--- config.mk ---
export PLATFORM = sky130hd
export DESIGN_NAME = alu_arbiter
export DESIGN_NICKNAME = d
export VERILOG_FILES = /design/src/rtl/alu_arbiter.sv
export SDC_FILE = /design/constraint.sdc
export NUM_CORES = 1
export LEC_CHECK = 0
export CAP_MARGIN = 5
export CORE_AREA = 2 2 92 94
export DETAILED_ROUTE_END_ITERATION = 7
export DIE_AREA = 0 0 94 96
export PLACE_DENSITY = 0.86
export SLEW_MARGIN = 10
export SYNTH_ARGS = -nofsm -noshare
export SYNTH_HDL_FRONTEND = slang
export SYNTH_SLANG_ARGS = --single-unit
--- constraint.sdc ---
create_clock -name clk -period 2.28 [get_ports clk]
set_input_delay 0.228 -clock clk [delete_from_list [all_inputs] [get_ports clk]]
set_output_delay 0.228 -clock clk [all_outputs]
set_load 0.01 [all_outputs]
--- src/rtl/alu_arbiter.sv ---
// Round-robin arbiter sharing one combinational 16-bit ALU between two requesters.
// Each port owns a single response slot that is drained by its own valid/ready handshake.
module alu_arbiter (
  input  logic        clk,
  input  logic        rst,

  input  logic        req0_valid,
  output logic        req0_ready,
  input  logic [15:0] req0_A,
  input  logic [15:0] req0_B,
  input  logic [6:0]  req0_op,
  output logic        resp0_valid,
  input  logic        resp0_ready,
  output logic [15:0] resp0_out,
  output logic        resp0_ovfl,

  input  logic        req1_valid,
  output logic        req1_ready,
  input  logic [15:0] req1_A,
  input  logic [15:0] req1_B,
  input  logic [6:0]  req1_op,
  output logic        resp1_valid,
  input  logic        resp1_ready,
  output logic [15:0] resp1_out,
  output logic        resp1_ovfl,

  output logic [15:0] alu_A,
  output logic [15:0] alu_B,
  output logic [6:0]  alu_op,
  input  logic [15:0] alu_out,
  input  logic        alu_ovfl
);

  // last = most recently granted port; reset to 1 so port 0 wins the first tie
  logic last;
  logic elig0, elig1;
  logic grant0, grant1;

  // A slot being drained this cycle can take a new operation in the same cycle.
  always_comb begin
    elig0  = req0_valid & (~resp0_valid | resp0_ready);
    elig1  = req1_valid & (~resp1_valid | resp1_ready);
    grant0 = ~rst & elig0 & (~elig1 | last);
    grant1 = ~rst & elig1 & (~elig0 | ~last);
  end

  assign req0_ready = grant0;
  assign req1_ready = grant1;

  always_comb begin
    alu_A  = 16'h0000;
    alu_B  = 16'h0000;
    alu_op = 7'b0000000;
    if (grant0) begin
      alu_A  = req0_A;
      alu_B  = req0_B;
      alu_op = req0_op;
    end else if (grant1) begin
      alu_A  = req1_A;
      alu_B  = req1_B;
      alu_op = req1_op;
    end
  end

  always_ff @(posedge clk or posedge rst) begin
    if (rst) begin
      resp0_valid <= 1'b0;
      resp0_out   <= 16'h0000;
      resp0_ovfl  <= 1'b0;
    end else if (grant0) begin
      resp0_valid <= 1'b1;
      resp0_out   <= alu_out;
      resp0_ovfl  <= alu_ovfl;
    end else if (resp0_ready) begin
      resp0_valid <= 1'b0;
    end
  end

  always_ff @(posedge clk or posedge rst) begin
    if (rst) begin
      resp1_valid <= 1'b0;
      resp1_out   <= 16'h0000;
      resp1_ovfl  <= 1'b0;
    end else if (grant1) begin
      resp1_valid <= 1'b1;
      resp1_out   <= alu_out;
      resp1_ovfl  <= alu_ovfl;
    end else if (resp1_ready) begin
      resp1_valid <= 1'b0;
    end
  end

  always_ff @(posedge clk or posedge rst) begin
    if (rst)
      last <= 1'b1;
    else if (grant0)
      last <= 1'b0;
    else if (grant1)
      last <= 1'b1;
  end

endmodule

==> flow_metrics.tcl <==
set metrics [dict create \
    outcome "finished, final reports clean" \
    dp_hpwl_um 7850 \
    netlist-cell-type-count 20 \
    clockBufferDepth 2 \
    postRouteAntennaNets 0 \
    required_ns 2.05 \
    avgSynthCellArea_sq_um 9.05 \
    worst_pin_slew_ns 0.367 \
    antenna_cells 0 \
    ioPinCount 178 \
    reg2reg_from "last" \
    area_growth_pct 70.4 \
    cts_tree "done" \
    p_per_area_nw_per_um2 596 \
    clockRootBuffer "clkbuf_8" \
    synthCells 331 \
    nNetsFinal 590 \
    grt_pass1_wl_um 16600 \
    first_pass_iters 6 \
    ff2ff_path_depth 5 \
    ys_warn_count 0 \
    drc 0 \
    r2r_slack_ns 0.47 \
    overflow 0 \
    drive_gt1_frac 0.133 \
    avgViaCountPerCell 5.63 \
    tns_ns 0 \
    grt_usage 0.232 \
    post-route-period-util 0.984 \
    portBuffers 177 \
    die_x_um 94 \
    routed_wl_um 11000 \
    critPathLaunchType "input port" \
    path_max_fanout 20 \
    ys_seq_area_frac 0.310 \
    maxSlewHeadroom 0.755 \
    critPathKind "in -> out" \
    synth_area_leaders "dfrtp_1 (30%), o2111ai_1 (23%), nor2b_1 (17%), mux2_2 (6.8%), nand2_1 (5.3%)" \
    rsz0062_at_grt "no" \
    antenna_found_initial 0 \
    grt_pass1_vias 3300 \
    cts_buffers 5 \
    synth-seq-cells 37 \
    vias 3350 \
    postCtsSetupBuffers 0 \
    cap_violations 0 \
    gp_congestion 0.790 \
    period_needed_ns 2.24 \
    path_clk_slew_ns 0.08 \
    drt_iter0_markers 124 \
    ir_drop_mv 0.872 \
    drv_slew 0 \
    wl_per_cell_um 18.5 \
    hp-class "in -> async" \
    fin_skew_ns 0.00857 \
    synth_nets 432 \
    rows 33 \
    core_area_sq_um 8050 \
    cp_data_arrival_time_ns 2.02 \
    cts.sinks 37 \
    setup_viol 0 \
    p_leak_uw 0.00205 \
    timing.hold.ws_ns 0.360 \
    fmax_ghz 0.446 \
    holdBufCountCts 0 \
    yosys.area.top_type "dfrtp_1" \
    grt_max_degree 42 \
    worstSetupStartpoint "resp0_ready" \
    initial_core_util 0.372 \
    synthesis.area_sq_um 2990 \
    synth_top_cell_area_share 0.301 \
    die_y_um 96 \
    htreeDepth 2 \
    r2r-end "resp1_out[14]" \
    endpoint "alu_A[14]" \
    cp-end-kind "output pin" \
    post_cts_resized 0 \
    clk_latency_ns 0.29 \
    hold_viol 0 \
    dieArea_sq_um 9020 \
]
worst max-delay path, cell delays in order:
cell and delay (ns):
clkdlybuf4s50_1 0.54, nand2b_2 0.23, clkbuf_16 0.22, o2111ai_1 0.14, nand2_1 0.11, clkdlybuf4s50_1 0.54
layout by cell type, fill, tap and decap left out, drive strengths merged:
cell | Yosys | routed
nand2 | 42 | 42
clkbuf | 37 | 7
a21oi | 1 | 1
nor2 | 1 | 1
clkdlybuf4s50 | 0 | 176
buf | 10 | 21
nand2b | 3 | 3
o2111ai | 78 | 78
dfrtp | 36 | 36
dfstp | 1 | 1
mux2 | 34 | 34
nor2b | 80 | 80
and2b | 2 | 2
nor3 | 1 | 1
o211ai | 2 | 2
bufinv | 0 | 1
inv | 3 | 3
clkinvlp | 0 | 1
power breakdown:
part	switching, uW	internal, uW
Sequential	108	841
Combinational	631	873
Clock	233	356
Total	972	2070
logic make-up (layout without fill, tap and decap cells):
kind of cell,Yosys count,count (layout),share of synthesized area
compound gates,81,81,0.244
simple gates,129,129,0.235
mux,34,34,0.138
buf+inv,50,209,0.0731
flops,37,37,0.310
per-layer routing:
layer,share of wire,vias up,track usage
met5,0,-,0
met4,0.013,0,0.0423
met3,0.090,15,0.0673
met2,0.49,158,0.411
met1,0.40,1627,0.284
li1,-,1550,-
per-stage QoR:
stage / setup slack (ns) / power (uW) / std cells / utilization / area, sq um
6_report: 0.0357 / 3040 / 595 / 0.634 / 5100
5_1_grt: 0.00494 / 3200 / 595 / 0.634 / 5100
4_1_cts: 0.0254 / 3050 / 594 / 0.629 / 5070
3_5_place_dp: 0.0516 / 2440 / 586 / 0.614 / 4950
3_3_place_gp: 0.100 / 2400 / 586 / 0.614 / 4950
2_1_floorplan: 0.680 / 1580 / 331 / - / 2990
Yosys cell counts, drive strengths merged:
library cell,count
nor2b,80
o2111ai,78
nand2,42
clkbuf,37
dfrtp,36
mux2,34
buf,10
inv,3
nand2b,3
and2b,2
o211ai,2
a21oi,1
dfstp,1
nor2,1
nor3,1
state kept, by name, summed over array words and instances, names as in the netlist:
signal       cells
last             1
resp1_out       16
resp0_out       16
resp1_ovfl       1
resp1_valid      1
resp0_ovfl       1
resp0_valid      1
cell type report:
cell class | instances | area [sq um]
Clock buffer | 6 | 82.6
Clock inverter | 2 | 37.5
Timing Repair Buffer | 198 | 2050
Multi-Input combinational cell | 244 | 1860
Sequential cell | 37 | 927
Inverter | 3 | 11.3
Fill cell | 655 | 2950
Tap cell | 105 | 131
worst min path at each step:
stage               endpoint  slack, ns  cells past startpoint
2_1_floorplan  resp0_out[15]       0.36                      1
3_3_place_gp    resp0_out[6]       0.47                      1
3_5_place_dp   resp0_out[15]       0.49                      1
4_1_cts         resp1_out[0]       0.36                      4
5_1_grt         resp0_out[0]       0.40                      4
6_report        resp0_out[0]       0.36                      4
(Power assumes the default switching activity.)
